==> src/rtl/i2c_pkg.sv <==
// Shared types and constants for the I2C master write path.
package i2c_pkg;

  // Controller sequencing states.
  typedef enum logic [2:0] {
    ST_IDLE,
    ST_START,
    ST_ADDR,
    ST_ACK_A,
    ST_WAIT_D,
    ST_DATA,
    ST_ACK_D,
    ST_STOP
  } state_e;

  // Quarter phases of one SCL cell.
  typedef enum logic [1:0] {
    Q0 = 2'd0,
    Q1 = 2'd1,
    Q2 = 2'd2,
    Q3 = 2'd3
  } quarter_e;

  // R/W bit appended to the 7-bit address; this controller only writes.
  localparam logic WR_BIT = 1'b0;

  // SCL is released in the two middle quarters of a bit cell.
  function automatic logic scl_bit_cell(input quarter_e q);
    return (q == Q1) || (q == Q2);
  endfunction

endpackage

==> src/rtl/i2c_byte_shifter.sv <==
// MSB-first byte shifter with a trailing sentinel bit that marks when all
// eight bits have been shifted out, so no counter is needed here.
module i2c_byte_shifter
  import i2c_pkg::*;
(
  input  logic       Clk,
  input  logic       Rst,
  input  logic       load_en,
  input  logic [7:0] load_data,
  input  logic       shift_en,
  output logic       msb,
  output logic       bit_done
);

  logic [8:0] sh_q;
  logic [8:0] sh_d;

  // Load has priority over shift; the sentinel 1 follows the data bits.
  always_comb begin
    sh_d = sh_q;
    if (load_en) begin
      sh_d = {load_data, 1'b1};
    end else if (shift_en) begin
      sh_d = {sh_q[7:0], 1'b0};
    end
  end

  // Shift register storage.
  always_ff @(posedge Clk or negedge Rst) begin
    if (!Rst) begin
      sh_q <= '0;
    end else begin
      sh_q <= sh_d;
    end
  end

  assign msb      = sh_q[8];
  assign bit_done = (sh_q[7:0] == 8'h00);

endmodule

==> src/rtl/i2c_master_wr_ctrl.sv <==
// I2C master write sequencer: START, address byte, data bytes fetched from
// the host by valid/ready, ACK checks and STOP. All outputs are flops.
module i2c_master_wr_ctrl
  import i2c_pkg::*;
#(
  parameter int CLK_DIV = 4
) (
  input  logic       Clk,
  input  logic       Rst,
  input  logic       Start,
  input  logic [6:0] Addr,
  input  logic [3:0] Len,
  input  logic [7:0] Data_in,
  input  logic       Data_valid,
  output logic       Data_ready,
  input  logic       Sda_i,
  output logic       Sda_o,
  output logic       Scl_o,
  output logic       Busy,
  output logic       Done,
  output logic       Nack
);

  localparam int DIV_W = (CLK_DIV > 1) ? $clog2(CLK_DIV) : 1;
  localparam logic [DIV_W-1:0] DIV_LAST = DIV_W'(CLK_DIV - 1);
  localparam logic [DIV_W-1:0] DIV_PRE  = DIV_W'(CLK_DIV - 2);

  state_e           state_q, state_d;
  logic [DIV_W-1:0] div_q, div_d;
  quarter_e         quarter_q, quarter_d;
  logic [2:0]       bit_idx_q, bit_idx_d;
  logic [3:0]       bytes_q, bytes_d;
  logic             ack_q, ack_d;
  logic             nack_q, nack_d;
  logic             done_q, done_d;
  logic             busy_q, busy_d;
  logic             ready_q, ready_d;
  logic             sda_q, sda_d;
  logic             scl_q, scl_d;

  logic       tick;
  logic       cell_end;
  logic       start_acc;
  logic       hs;
  logic       early_wait;
  logic       new_cell;
  logic       sh_load;
  logic       sh_shift;
  logic [7:0] sh_data;
  logic       sh_msb;
  logic       sh_bit_done;

  assign tick      = (div_q == DIV_LAST);
  assign cell_end  = tick && (quarter_q == Q3);
  assign start_acc = Start && !busy_q;
  assign hs        = (state_q == ST_WAIT_D) && Data_valid && ready_q;

  // The mandatory WAIT_D cycle replaces the last Clk of the ACK cell, so a
  // byte the host supplies immediately keeps the nominal cell timing.
  assign early_wait = (quarter_q == Q3) && (div_q == DIV_PRE) && !ack_q && (bytes_q != 4'd0);

  assign sh_load  = start_acc || hs;
  assign sh_data  = start_acc ? {Addr, WR_BIT} : Data_in;
  assign sh_shift = ((state_q == ST_ADDR) || (state_q == ST_DATA)) && tick && (quarter_q == Q0);

  i2c_byte_shifter u_shifter (
    .Clk       (Clk),
    .Rst       (Rst),
    .load_en   (sh_load),
    .load_data (sh_data),
    .shift_en  (sh_shift),
    .msb       (sh_msb),
    .bit_done  (sh_bit_done)
  );

  // Next-state logic: divider, quarter and bit counters, byte countdown and ACK sampling.
  always_comb begin
    state_d   = state_q;
    div_d     = tick ? '0 : div_q + 1'b1;
    quarter_d = tick ? quarter_e'(quarter_q + 2'd1) : quarter_q;
    bit_idx_d = bit_idx_q;
    bytes_d   = bytes_q;
    ack_d     = ack_q;
    nack_d    = nack_q;
    case (state_q)
      ST_IDLE: begin
        div_d     = '0;
        quarter_d = Q0;
        if (start_acc) begin
          state_d   = ST_START;
          bytes_d   = Len;
          nack_d    = 1'b0;
          ack_d     = 1'b0;
          bit_idx_d = 3'd0;
        end
      end
      ST_START: begin
        if (cell_end) begin
          state_d   = ST_ADDR;
          bit_idx_d = 3'd0;
        end
      end
      ST_ADDR, ST_DATA: begin
        if (cell_end) begin
          if ((bit_idx_q == 3'd7) && sh_bit_done) begin
            state_d   = (state_q == ST_ADDR) ? ST_ACK_A : ST_ACK_D;
            bit_idx_d = 3'd0;
          end else begin
            bit_idx_d = bit_idx_q + 3'd1;
          end
        end
      end
      ST_ACK_A, ST_ACK_D: begin
        if (tick && (quarter_q == Q1)) begin
          ack_d = Sda_i;
          if (Sda_i) begin
            nack_d = 1'b1;
          end
        end
        if (early_wait) begin
          state_d   = ST_WAIT_D;
          div_d     = '0;
          quarter_d = Q0;
        end else if (cell_end) begin
          state_d = ST_STOP;
        end
      end
      ST_WAIT_D: begin
        div_d     = '0;
        quarter_d = Q0;
        if (hs) begin
          state_d   = ST_DATA;
          bytes_d   = bytes_q - 4'd1;
          bit_idx_d = 3'd0;
        end
      end
      ST_STOP: begin
        if (cell_end) begin
          state_d = ST_IDLE;
        end
      end
      default: begin
        state_d = ST_IDLE;
      end
    endcase
  end

  // Output next values decoded from the upcoming state and quarter so the pins come straight from flops.
  always_comb begin
    new_cell = (state_d != state_q) || cell_end;
    busy_d   = (state_d != ST_IDLE);
    done_d   = (state_q == ST_STOP) && (state_d == ST_IDLE);
    ready_d  = (state_d == ST_WAIT_D);
    sda_d    = sda_q;
    scl_d    = 1'b1;
    case (state_d)
      ST_IDLE: begin
        sda_d = 1'b1;
        scl_d = 1'b1;
      end
      ST_START: begin
        scl_d = (quarter_d != Q3);
        sda_d = (quarter_d == Q0) || (quarter_d == Q1);
      end
      ST_ADDR, ST_DATA: begin
        scl_d = scl_bit_cell(quarter_d);
        if (new_cell) begin
          sda_d = hs ? Data_in[7] : sh_msb;
        end
      end
      ST_ACK_A, ST_ACK_D: begin
        scl_d = scl_bit_cell(quarter_d);
        if (new_cell) begin
          sda_d = 1'b1;
        end
      end
      ST_WAIT_D: begin
        scl_d = 1'b0;
      end
      ST_STOP: begin
        scl_d = (quarter_d != Q0);
        sda_d = (quarter_d == Q2) || (quarter_d == Q3);
      end
      default: begin
        sda_d = 1'b1;
        scl_d = 1'b1;
      end
    endcase
  end

  // State, counter and output registers; reset releases both lines.
  always_ff @(posedge Clk or negedge Rst) begin
    if (!Rst) begin
      state_q   <= ST_IDLE;
      div_q     <= '0;
      quarter_q <= Q0;
      bit_idx_q <= 3'd0;
      bytes_q   <= 4'd0;
      ack_q     <= 1'b0;
      nack_q    <= 1'b0;
      done_q    <= 1'b0;
      busy_q    <= 1'b0;
      ready_q   <= 1'b0;
      sda_q     <= 1'b1;
      scl_q     <= 1'b1;
    end else begin
      state_q   <= state_d;
      div_q     <= div_d;
      quarter_q <= quarter_d;
      bit_idx_q <= bit_idx_d;
      bytes_q   <= bytes_d;
      ack_q     <= ack_d;
      nack_q    <= nack_d;
      done_q    <= done_d;
      busy_q    <= busy_d;
      ready_q   <= ready_d;
      sda_q     <= sda_d;
      scl_q     <= scl_d;
    end
  end

  assign Sda_o      = sda_q;
  assign Scl_o      = scl_q;
  assign Busy       = busy_q;
  assign Done       = done_q;
  assign Nack       = nack_q;
  assign Data_ready = ready_q;

endmodule

==> config.mk <==
export PLATFORM = sky130hd
export DESIGN_NAME = i2c_master_wr_ctrl
export DESIGN_NICKNAME = d
export VERILOG_FILES = /design/src/rtl/i2c_pkg.sv /design/src/rtl/i2c_byte_shifter.sv /design/src/rtl/i2c_master_wr_ctrl.sv
export SDC_FILE = /design/constraint.sdc
export NUM_CORES = 1
export LEC_CHECK = 0
export BUFFER_PORTS_ARGS = -buffer_cell sky130_fd_sc_hd__buf_2
export CORE_MARGIN = 8
export CORE_UTILIZATION = 50
export DETAILED_ROUTE_END_ITERATION = 10
export GPL_ROUTABILITY_DRIVEN = 0
export PLACE_DENSITY_LB_ADDON = 0.1
export SLEW_MARGIN = 10
export SYNTH_ARGS = -nofsm -noshare
export SYNTH_HDL_FRONTEND = slang
export SYNTH_SLANG_ARGS = --single-unit
==> constraint.sdc <==
create_clock -name Clk -period 7.1 [get_ports Clk]
set_clock_uncertainty 0.1 [all_clocks]
set_input_delay 0.71 -clock Clk [delete_from_list [all_inputs] [get_ports Clk]]
set_output_delay 0.71 -clock Clk [all_outputs]
set_load 0.01 [all_outputs]
# --- After elaboration in Yosys (flattened, before gate mapping) ---
# Index checks and enable logic that the tools add are counted.
totals:
  ff_bits: 30
  input_bits: 24
  out_inout_bits: 6
  wordCells: 132
classes:
  add_sub_neg: 4
  n_eq_ne: 32
  n_mux: 39
  n_reduce_logical: 44
op_table:
  columns: ["operator", "n"]
  rows:
  - ["$mux W3", 14]
  - ["$eq A3 B3 Y1 const B", 9]
  - ["$mux W9", 2]
  - ["$ne A2 B2 Y1 const B", 9]
  - ["$pmux W3 S6", 1]
  - ["$eq A3 B2 Y1 const B", 4]
  - ["$logic_and A1 B1 Y1", 12]
  - ["$pmux W3 S4", 1]
  - ["$eq A2 B2 Y1 const B", 5]
  - ["$pmux W1 S5", 2]
  - ["$reduce_or A2 Y1", 5]
  - ["$reduce_and A3 Y1", 3]
  - ["$logic_not A8 Y1", 1]
  - ["$mux W2", 4]
  - ["$mux W4", 2]
  - ["$mux W8", 1]
  - ["$pmux W2 S2", 2]
  - ["$pmux W4 S2", 1]
  - ["$reduce_bool A2 Y1", 4]
  - ["$reduce_bool A4 Y1", 2]
  - ["$mux W1", 7]
  - ["$eq A3 B1 Y1 const B", 2]
  - ["$logic_not A3 Y1", 2]
  - ["$logic_or A1 B1 Y1", 6]
  - ["13 further kinds", 18]

# --- Longest topological paths before layout ---
# Gate-level depths: netlist (run 1).
depth:
  ltp_word: 10
  mapped_depth: 11
  mapped_depth_nobuf: 11

# --- Modules after synthesis ---
# From an unflattened synthesis (run 1), not the netlist that was laid out.
hier_totals:
  hier_cells: 233
  area_unflattened_um2: 2065.7
by_module_without_submodules:
  columns: ["mod", "n_inst", "cells_per_inst", "area_per_inst_um2", "seq_area_each_um2"]
  rows:
  - ["i2c_master_wr_ctrl", 1, 193, 1649.1, 528.0]
  - ["i2c_byte_shifter", 1, 40, 416.6, 225.2]

# --- Worst setup path before layout (run 1) ---
# No wires, ideal clock.
synth_timing:
  path_kind: "register to register"
  start: "register bytes_q[0]"
  end: "register sda_q (netlist: Sda_o)"
  setup_ns: 0.086
  arrival_ns: 2.386
  t_required_ns: 6.914
  path_slack_ns: 4.528
  stages_incl_launch_ff: 11
  path_buffers: 0
  synth_period_minus_slack_ns: 2.572
  path_cell_list: "dfrtp_1 -> inv_1 -> ha_1 -> nor3b_2 -> nor2_1 -> a221o_1 -> or2_2 -> ha_1 -> o21ai_0 -> nor3_1 -> o41a_1"
synth_between:
  elab_chain_cells: 8
  word_cells_on_any_way: 28
  cone_classes: "12 x eq/ne; 5 x mux; 11 x reduce/logical"
synth_rtl:
  columns: ["item", "line", "source"]
  rows:
  - ["from (decl)", "i2c_master_wr_ctrl.sv:32", "logic [3:0] bytes_q, bytes_d;"]
  - ["from (signal assigned)", "i2c_master_wr_ctrl.sv:211", "bytes_q <= bytes_d;"]
  - ["$reduce_bool A4 Y1 *", "i2c_master_wr_ctrl.sv:60", "assign early_wait = (quarter_q == Q3) && (div_q == DIV_PRE) && !ack_q && (bytes_q != 4'd0);"]
  - ["$logic_and A1 B1 Y1 *", "i2c_master_wr_ctrl.sv:60", null]
  - ["$mux W3", "i2c_master_wr_ctrl.sv:120", "if (early_wait) begin"]
  - ["$pmux W3 S6", "i2c_master_wr_ctrl.sv:85", "case (state_q)"]
  - ["$eq A3 B2 Y1 (tied with other cells)", "i2c_master_wr_ctrl.sv:156", "case (state_d)"]
  - ["$reduce_or A2 Y1 / $logic_or A1 B1 Y1 (equally long branches)", "i2c_master_wr_ctrl.sv:156, i2c_master_wr_ctrl.sv:150", null]
  - ["$reduce_bool A5 Y1 (no line) / $ne A2 B2 Y1 (equally long branches)", null, null]
  - ["$reduce_and A3 Y1 (no line)", null, null]
  - ["to (signal assigned)", "i2c_master_wr_ctrl.sv:204", "sda_q <= 1'b1;"]
  - ["to (signal assigned)", "i2c_master_wr_ctrl.sv:217", "sda_q <= sda_d;"]
  - ["to (decl)", "i2c_master_wr_ctrl.sv:38", "logic sda_q, sda_d;"]
# Mark *: on every way between the ends. The rest lies on a longest branch, timed or not.
# A chain may end at the register's enable or synchronous reset.

# --- Final worst setup path (run 1) ---
layout_timing:
  start: "register state_q[2]"
  end: "register sda_q (netlist: Sda_o)"
layout_between:
  elab_chain_cells: 9
  word_cells_on_any_way: 48
  cone_classes: "19 x eq/ne; 14 x mux; 15 x reduce/logical"
layout_rtl:
  columns: ["item", "line", "source"]
  rows:
  - ["from (decl)", "i2c_master_wr_ctrl.sv:28", "state_e state_q, state_d;"]
  - ["from (signal assigned)", "i2c_master_wr_ctrl.sv:207", "state_q <= state_d;"]
  - ["$eq A3 B2 Y1 / $eq A3 B3 Y1 (equally long branches)", "i2c_master_wr_ctrl.sv:85, i2c_master_wr_ctrl.sv:106, i2c_master_wr_ctrl.sv:56", null]
  - ["$mux W3 / $logic_and A1 B1 Y1 (equally long branches)", "i2c_master_wr_ctrl.sv:106, i2c_master_wr_ctrl.sv:56", null]
  - ["$mux W3 / $logic_and A1 B1 Y1 (equally long branches)", "i2c_master_wr_ctrl.sv:105, i2c_master_wr_ctrl.sv:56", null]
  - ["$mux W3, on equally long branches", "i2c_master_wr_ctrl.sv:104, i2c_master_wr_ctrl.sv:131", null]
  - ["$pmux W3 S6", "i2c_master_wr_ctrl.sv:85", null]
  - ["$eq A3 B2 Y1 (tied with other cells)", "i2c_master_wr_ctrl.sv:156", null]
  - ["$reduce_or A2 Y1 / $logic_or A1 B1 Y1 (equally long branches)", "i2c_master_wr_ctrl.sv:156, i2c_master_wr_ctrl.sv:150", null]
  - ["$reduce_bool A5 Y1 (no line) / $ne A2 B2 Y1 (equally long branches)", null, null]
  - ["$reduce_and A3 Y1 (no line)", null, null]
# Parallel ways exist; a longest one is shown, timed or not. The select of a mux whose other input is x is not followed.

==> metrics list, run 1 <==
* Post_cts resized: 0
- In this run, the number of DRC markers left after iteration 0 of detailed routing was 77.
- The area growth from synthesis to layout is 11.7%.
- For this configuration, the core starts out at a cell density of 50.7%.
- Unrepaired setup endpoints after global routing: false
- Simple logic cell fraction of the synthesized area: 23.0%
* Clk pin slew, worst setup/hold paths: 0.07 ns
- For the worst setup path, the data arrival time is 3.02 ns.
* Sequential-to-total area share from yosys stat: 38.0%
- At the end of the flow the core is filled with cells to 56.6%.
- The via count of the first global-routing pass is 1646.
- After synthesis, the largest area contributor takes up 35.3% of total cell area.
- The worst-case IR drop observed on VDD is 0.167 mV.
- In the synthesized netlist the async set-or-reset flop fraction comes to 100%.
- In this run the count of I/O pins placed on the die edge is 30.
- Dominant combinational cell family by area after synthesis: simple AND/OR/NAND/NOR gates
* Cell chosen for the clock root: clkbuf_8
- After detailed placement, the total cell area comes to 2130 um^2.
- For the worst setup path, the data required time is 7.21 ns.
* Vertical die dimension: 79.0 um
- For the worst flop-to-flop path, the logic depth is 7.
* Slew at the pin closest to its max-slew limit: 0.673 ns
- The critical path is of the reg2reg type.
- Along the worst path, the maximum fanout reaches 18.
* Crit end category: flip-flop
* Core area: 3910 um^2
* Final setup violation count: 0
* Destination of the worst register-to-register timing path: Sda_o$_DFFE_PN1P_
* Via-per-instance ratio: 5.32
* Detail Placement HPWL: 3090 um
- Cells with a size suffix above 1 make up 21.5% of the layout.
- Cell with the most instances after synthesis: dfrtp_1
- The die is 79.0 um wide.
- Top post-synthesis cells by count: dfrtp_1, nand2_1, nor2_1
- Final Net Count: 286
- Max-slew violation count: 0
- Leading cell types by total area after synthesis: dfrtp_1, ha_1, mux2i_1, o21ai_0, nand2_1
- Die Footprint: 6240 um^2
- Clock latency of the later-clocked register in the worst-skew pair: 0.29 ns
- The first global-routing pass estimated 7310 um of wire.
- EDFF count, synth: 0
- Final critical-path required period: 2.91 ns
- Netlist area before placement: 1980 um^2
- The final layout contains routed wiring with a total length of 4140 um.
- Adder-cell area share of the yosys netlist: 7.57%
* Top flip-flop cell by instance count after synthesis: dfrtp_1
- Post-route clock period utilization: 41.0%
- Achievable clock frequency: 0.344 GHz
- Layout Cell Area excl Fill: 2210 um^2
- TritonCTS clock tree: yes
* Number of antenna violations at the first check in global routing: 0
- DRT Pass-1 Iters: 4
- The tool flagged a number of max-cap violations equal to 0.
- The floorplan has 23 rows.
- Number of hold buffers added after CTS: 0
- Antenna diode count: 0
- Via total after detailed routing: 1602
- Count of buffers from port buffering: 29
- The number of endpoints with negative hold slack in the final report came to 0.
- The number of setup buffers added after CTS is 0.
- When the netlist entered floorplanning its net count stood at 259.
- After synthesis, the netlist uses 52 different library cells.
- Max transition margin: 55.1%
- TritonCTS sink count: 30
- Kind of start point of the critical path: flip-flop
- Dividing total power by cell area gives a power density of 323 nW/um^2.
- Leakage power figure: 1.00 nW
* Compound-Gate Fraction of Synth Area: 18.7%
* RR Startpoint: state_q[2]$_DFF_PN0_
- CP max-delay cell: or3b_2
* Post-Route Setup TNS: 0 ns
- Xor and xnor fraction of the mapped netlist area: 0.883%
- Of the post-synthesis cell area, the part taken by muxes is 6.25%.
- Cells traversed along the worst timing path: or3b_2, nor2_4, mux2i_1, nand3_1, o32ai_1, a221oi_1, o41a_1
- CTS built an H-tree with a depth of 2.
* Flop-to-flop setup slack: 4.19 ns
- Yosys printed 0 warnings.
- Detailed-route DRC error count: 0
- Mean Syn Cell Area: 8.89 um^2
- For this run, the total global-route usage over all layers was measured as 14.5%.
- Maximum number of pins on one net before global-route repair: 31
- Total power for the finished layout comes to 0.714 mW.
- No sink is reached through more buffers than the 2 on the longest clock path.
- Leading area contributor after synthesis: dfrtp_1
- Buffers inserted during clock tree synthesis total 5.
- Synthesized netlist cell count: 223
- Status: finished, final reports clean
- Routed wire length per instance: 13.7 um
- The tightest min-delay check is of the in2async type.
- Remaining antenna violation count after routing: 0
* Highest cell delay on the worst timing path: 0.62 ns
- After synthesis the netlist holds a flip-flop and latch count of 30.
- Summed over all layers, the global routing overflow is 0.
-- through the flow --
step	hold slack, ns	instances	worst slack (ns)
2_1_floorplan	0.314	223	4.53
3_3_place_gp	0.351	293	4.26
3_5_place_dp	0.360	293	4.21
4_1_cts	0.376	301	4.16
5_1_grt	0.402	301	3.91
6_report	0.357	301	4.19
-- worst max-delay path, delay by kind of cell, from the launching register on --
family / cells / cell delay [ns]
AND/OR/NAND/NOR: 3 / 1.08
AO/OA/AOI/OAI: 3 / 0.80
flip-flops: 1 / 0.55
multiplexers: 1 / 0.30
-- cell usage in the layout, fill, tap and decap left out, types with 2 or more instances in the layout --
master	netlist	final
buf_2	3	29
dfrtp_1	28	28
nand2_1	25	25
nor2_1	23	23
o21ai_0	21	21
a21oi_1	14	14
inv_1	12	12
ha_1	12	12
mux2i_1	11	11
nor3_1	7	7
nand3_1	5	5
clkbuf_8	0	5
nor2b_1	4	4
o21a_1	3	3
clkbuf_1	4	3
dfstp_2	2	2
nor3_2	2	2
a21boi_0	2	2
and3_2	2	2
nor4_1	2	2
nand4_1	2	2
nand2b_1	2	2
a221o_1	2	2
or3b_2	2	2
a211oi_1	2	2
nor3b_1	2	2
-- cell type report --
| class | count | area, um^2 |
|---|---|---|
| sequential | 30 | 753 |
| timing repair buffer | 30 | 153 |
| tap | 50 | 62.6 |
| inverter | 13 | 48.8 |
| multi-input combinational | 170 | 1120 |
| fill | 385 | 1700 |
| clock buffer | 8 | 80.1 |
-- cell families (layout without fill, tap and decap cells) --
logic type / after synthesis / in the layout
AO/OA/AOI/OAI: 56 / 56
AND/OR/NAND/NOR: 88 / 88
buffers and inverters: 23 / 51
XOR/XNOR: 2 / 2
adder cells (fa/ha/maj): 12 / 12
flip-flops: 30 / 30
multiplexers: 12 / 12
-- state kept, by name (all words and copies together), names as in the netlist --
| register | count |
|---|---|
| Busy | 1 |
| Scl_o | 1 |
| bit_idx_q | 3 |
| state_q | 3 |
| ack_q | 1 |
| Nack | 1 |
| bytes_q | 4 |
| Sda_o | 1 |
| Data_ready | 1 |
| Done | 1 |
| quarter_q | 2 |
| u_shifter.sh_q | 9 |
| div_q | 2 |
-- where the power goes --
part	switching, mW	internal (mW)
registers	0.0541	0.234
logic	0.165	0.127
clock network	0.0646	0.0695
-- per-layer routing --
metal | global-route usage, % | vias to the layer above | wire [um]
met4 | 6.30 | 0 | 69
met2 | 23.8 | 23 | 1870
li1 | - | 837 | -
met3 | 4.18 | 6 | 219
met1 | 17.1 | 736 | 1980
met5 | 0 | - | 0
-- worst max-delay path by stage --
| stage | start | endpoint | slack, ns | cells past startpoint |
|---|---|---|---|---|
| 2_1_floorplan | bytes_q[0]$_DFFE_PN0P_ | Sda_o$_DFFE_PN1P_ | 4.53 | 10 |
| 3_3_place_gp | state_q[2]$_DFF_PN0_ | Sda_o$_DFFE_PN1P_ | 4.26 | 7 |
| 3_5_place_dp | state_q[2]$_DFF_PN0_ | Sda_o$_DFFE_PN1P_ | 4.21 | 7 |
| 4_1_cts | state_q[2]$_DFF_PN0_ | Sda_o$_DFFE_PN1P_ | 4.16 | 7 |
| 5_1_grt | state_q[2]$_DFF_PN0_ | Sda_o$_DFFE_PN1P_ | 3.91 | 7 |
| 6_report | state_q[2]$_DFF_PN0_ | Sda_o$_DFFE_PN1P_ | 4.19 | 7 |
(Power assumes the default switching activity.)
==> inputs of run 2 (changes only) <==
--- a/config.mk
+++ b/config.mk
@@ -5,6 +5,7 @@
 export SDC_FILE = /design/constraint.sdc
 export NUM_CORES = 1
 export LEC_CHECK = 0
+export ABC_AREA = 1
 export BUFFER_PORTS_ARGS = -buffer_cell sky130_fd_sc_hd__buf_2
 export CORE_MARGIN = 8
 export CORE_UTILIZATION = 50
==> constraint.sdc (replaced) <==
create_clock -name Clk -period 2.35 [get_ports Clk]
set_clock_uncertainty 0.1 [all_clocks]
set_input_delay 0.235 -clock Clk [delete_from_list [all_inputs] [get_ports Clk]]
set_output_delay 0.235 -clock Clk [all_outputs]
set_load 0.01 [all_outputs]
==> metrics list, run 2 <==
- Status: finished, final reports clean
- Commonest cells after routing, fill and taps aside: nand2_1, inv_1, buf_2, dfrtp_1, nand3_1
* Crit end category: flip-flop
* Mux contribution to synthesized area: 0.529%
- Launch point of the worst path: div_q[0]$_DFF_PN0_
- Starting utilization of the core area: 52.5%
* Ports placed on the boundary: 30
* Cells after DPL: 356
- Across the VDD grid, the largest voltage drop is 0.430 mV.
- Number of antenna violations at the first check in global routing: 0
- Post-layout total power: 2.23 mW
* Worst Path Max Fanout: 7
- The net count of the finished layout is 354.
- Net count of the mapped netlist: 311
- Filler cell count in the final layout: 348
- Detail Placement HPWL: 3770 um
- Count of buffers from port buffering: 29
- Area growth from synthesis to layout: 16.6%
- Adder-cell area share of the yosys netlist: 7.05%
* Post-detailed-routing wire length: 4750 um
* Horizontal extent of the die: 81.3 um
* Via count of the first global-routing pass: 1778
- Simple logic cell fraction of the synthesized area: 34.8%
- Post-route worst setup slack: 0.181 ns
- Number of cells in the finished layout apart from fillers: 369
- STA classifies the critical path startpoint as a flip-flop.
* Die Footprint: 6600 um^2
- Using the TritonRoute via totals, the vias-per-cell ratio works out to 5.10.
- In this run the worst setup path terminates at Sda_o$_DFFE_PN1P_.
* Leakage power figure: 1.35 nW
* Antenna diode count: 0
- Worst reg-to-reg path cell count: 14
* RR Startpoint: div_q[0]$_DFF_PN0_
* Compound-Gate Fraction of Synth Area: 12.3%
- The count of nets left with antenna violations once routing finished came out at 0.
- Vertical die dimension: 81.3 um
- After the first detailed-routing iteration, the DRC count stood at 60.
- For the worst-skew pair, the clock arrives at the later sink with an insertion delay of 0.29 ns.
* Class of the most critical hold timing path: in2reg
* Xor and xnor fraction of the mapped netlist area: 1.23%
- Routed wire length per instance: 12.9 um
- The clock drives 30 sinks.
- The worst pin sits at a relative slew slack of 54.8%.
- Dominant combinational cell family by area after synthesis: simple AND/OR/NAND/NOR gates
* Fraction of layout instances using a drive strength above 1: 29.8%
- The synthesized netlist occupies a cell area of 2130 um^2.
* Final Hold Violating Endpoints: 0
* Top post-synthesis cells by count: nand2_1, inv_1, dfrtp_1
* DRT Pass-1 Iters: 4
* Layout Cell Area excl Fill: 2480 um^2
- For the pin with the worst max-slew slack, the measured transition is 0.678 ns.
- In this run, synthesis inferred 0 flip-flops with an integrated enable.
- Type of the worst setup path: reg2reg
- For this block, the via count after detailed routing is 1882.
- Post-Place Cell Area: 2340 um^2
- Dividing total power by cell area gives a power density of 899 nW/um^2.
- Cell chosen for the clock root: clkbuf_8
- Prior to clock tree synthesis, the placed netlist has a worst setup slack of 0.133 ns.
* Floorplan row count: 23
- The endpoint identified for the worst register-to-register timing path is Sda_o$_DFFE_PN1P_.
- Flop-to-flop setup slack: 0.18 ns
* Most common cell after layout, fill and taps aside: nand2_1
- Setup repair after global routing left no endpoint under its margin.
* Crit path DAT: 2.29 ns
* Leading area contributor after synthesis: dfrtp_1
- Gr usage total: 15.3%
* Synthesized netlist cell count: 275
- Flip-flop count of the largest register, all copies and words added: 9
- Setup violations remaining at the end of the flow were counted as 0.
- Counting flops per register, the top entry is u_shifter.sh_q.
- STA puts the critical path data required time at 2.48 ns.
- In the synthesized netlist the dominant register cell turns out to be dfrtp_1.
- Yosys printed 0 warnings.
* Mean Syn Cell Area: 7.74 um^2
* Number of max-cap violations: 0
- In this run, CTS created clock tree buffers numbering 5.
- Summed over all layers, the global routing overflow is 0.
- Clock Path Buffers: 2
- In the finished design, the share of the clock period the worst path needs comes to 92.3%.
- Top Registers: u_shifter.sh_q: 9 flops, bytes_q: 4 flops
- Global-route wire length before repair: 7960 um
- Achievable clock frequency: 0.461 GHz
- Maximum number of pins on one net before global-route repair: 31
* Cell with the most instances after synthesis: nand2_1
- In this run, synthesis produced a sequential element count of 30.
* Max-slew violation count: 0
- Counting instances, the worst hold path has a depth of 3.
- TritonCTS built the clock tree.
* Leading cell types by total area after synthesis: dfrtp_1, nand2_1, ha_1, inv_1, nand3_1
- Setup total negative slack on the finished layout was measured at 0 ns.
- Number of distinct library cells after synthesis: 35
- Of the post-synthesis cell area, the dominant cell type holds 32.9%.
- In the synthesized netlist the async set-or-reset flop fraction comes to 100%.
* Detailed-route DRC error count: 0
- In this run the number of H-tree levels came out at 2.
* Sequential-to-total area share from yosys stat: 35.4%
- Final critical-path required period: 2.17 ns
- Clk pin slew, worst setup/hold paths: 0.06 ns
- In this run the standard cell core region covers 4060 um^2.
==> run 2: final cells by class <==
| type | instances | area, um^2 | share of cell area (%) |
|---|---|---|---|
| Clock buffer | 7 | 86.3 | 3.48 |
| Clock inverter | 1 | 5.00 | 0.202 |
| Inverter | 41 | 154 | 6.20 |
| Multi-Input combinational cell | 201 | 1200 | 48.2 |
| Sequential cell | 30 | 756 | 30.4 |
| Tap cell | 50 | 62.6 | 2.52 |
| Timing Repair Buffer | 39 | 223 | 8.97 |
==> run 2: worst min path at each step <==
stage	endpoint	from	slack [ns]
floorplan	Busy$_DFF_PN0_	Rst	-0.16
global placement	div_q[0]$_DFF_PN0_	Rst	0.22
detailed placement	div_q[1]$_DFF_PN0_	Rst	0.23
CTS	u_shifter.sh_q[3]$_DFFE_PN0P_	Addr[1]	0.08
global route	u_shifter.sh_q[3]$_DFFE_PN0P_	Addr[1]	0.09
finish	u_shifter.sh_q[3]$_DFFE_PN0P_	Addr[1]	0.08
==> run 2: layer usage <==
metal | global-route usage [%] | vias up | wire (um) | part of all wire (%)
li1 | - | 978 | - | -
met1 | 18.7 | 866 | 2140 | 45
met2 | 25.0 | 32 | 2300 | 49
met3 | 4.42 | 6 | 232 | 4.9
met5 | 0 | - | 0 | 0
met4 | 5.36 | 0 | 70 | 1.5
==> run 2: report_power, final <==
| group | internal (mW) | switching (mW) |
|---|---|---|
| sequential | 0.694 | 0.110 |
| clock | 0.236 | 0.197 |
| combinational | 0.396 | 0.601 |
==> run 2: metrics by stage <==
stage / utilization (%) / hold WS [ns]
after floorplan: - / -0.161
after global placement: 57.8 / 0.219
after detailed placement: 57.8 / 0.228
after CTS: 60.3 / 0.0813
after global routing: 61.2 / 0.0941
final: 61.2 / 0.0848
==> run 2: critical path: stages (launching register included) <==
cell	delay, ns
dfrtp_1	0.39
ha_1	0.29
nand2_4	0.15
inv_2	0.08
nor2_1	0.16
nand3b_1	0.13
nand3_1	0.08
nor2_1	0.18
nand2_1	0.10
nand2_1	0.09
nand2_2	0.05
nor2_1	0.14
nor2_1	0.05
nand2_1	0.06
nand2_1	0.04
==> run 2: cell families (layout without fill, tap and decap cells) <==
family,after synthesis,count (layout)
buffers and inverters,44,88
AO/OA/AOI/OAI,39,39
flip-flops,30,30
adder cells (fa/ha/maj),12,12
AND/OR/NAND/NOR,146,146
XOR/XNOR,3,3
multiplexers,1,1
==> run 2: timing repair <==
action                                  in CTS  in global routing
buffers inserted                             0                  4
resized for setup                            0                  4
endpoints found under the hold margin       28                  0
endpoints found under the setup margin       0                  1
hold buffers                                 1                  0
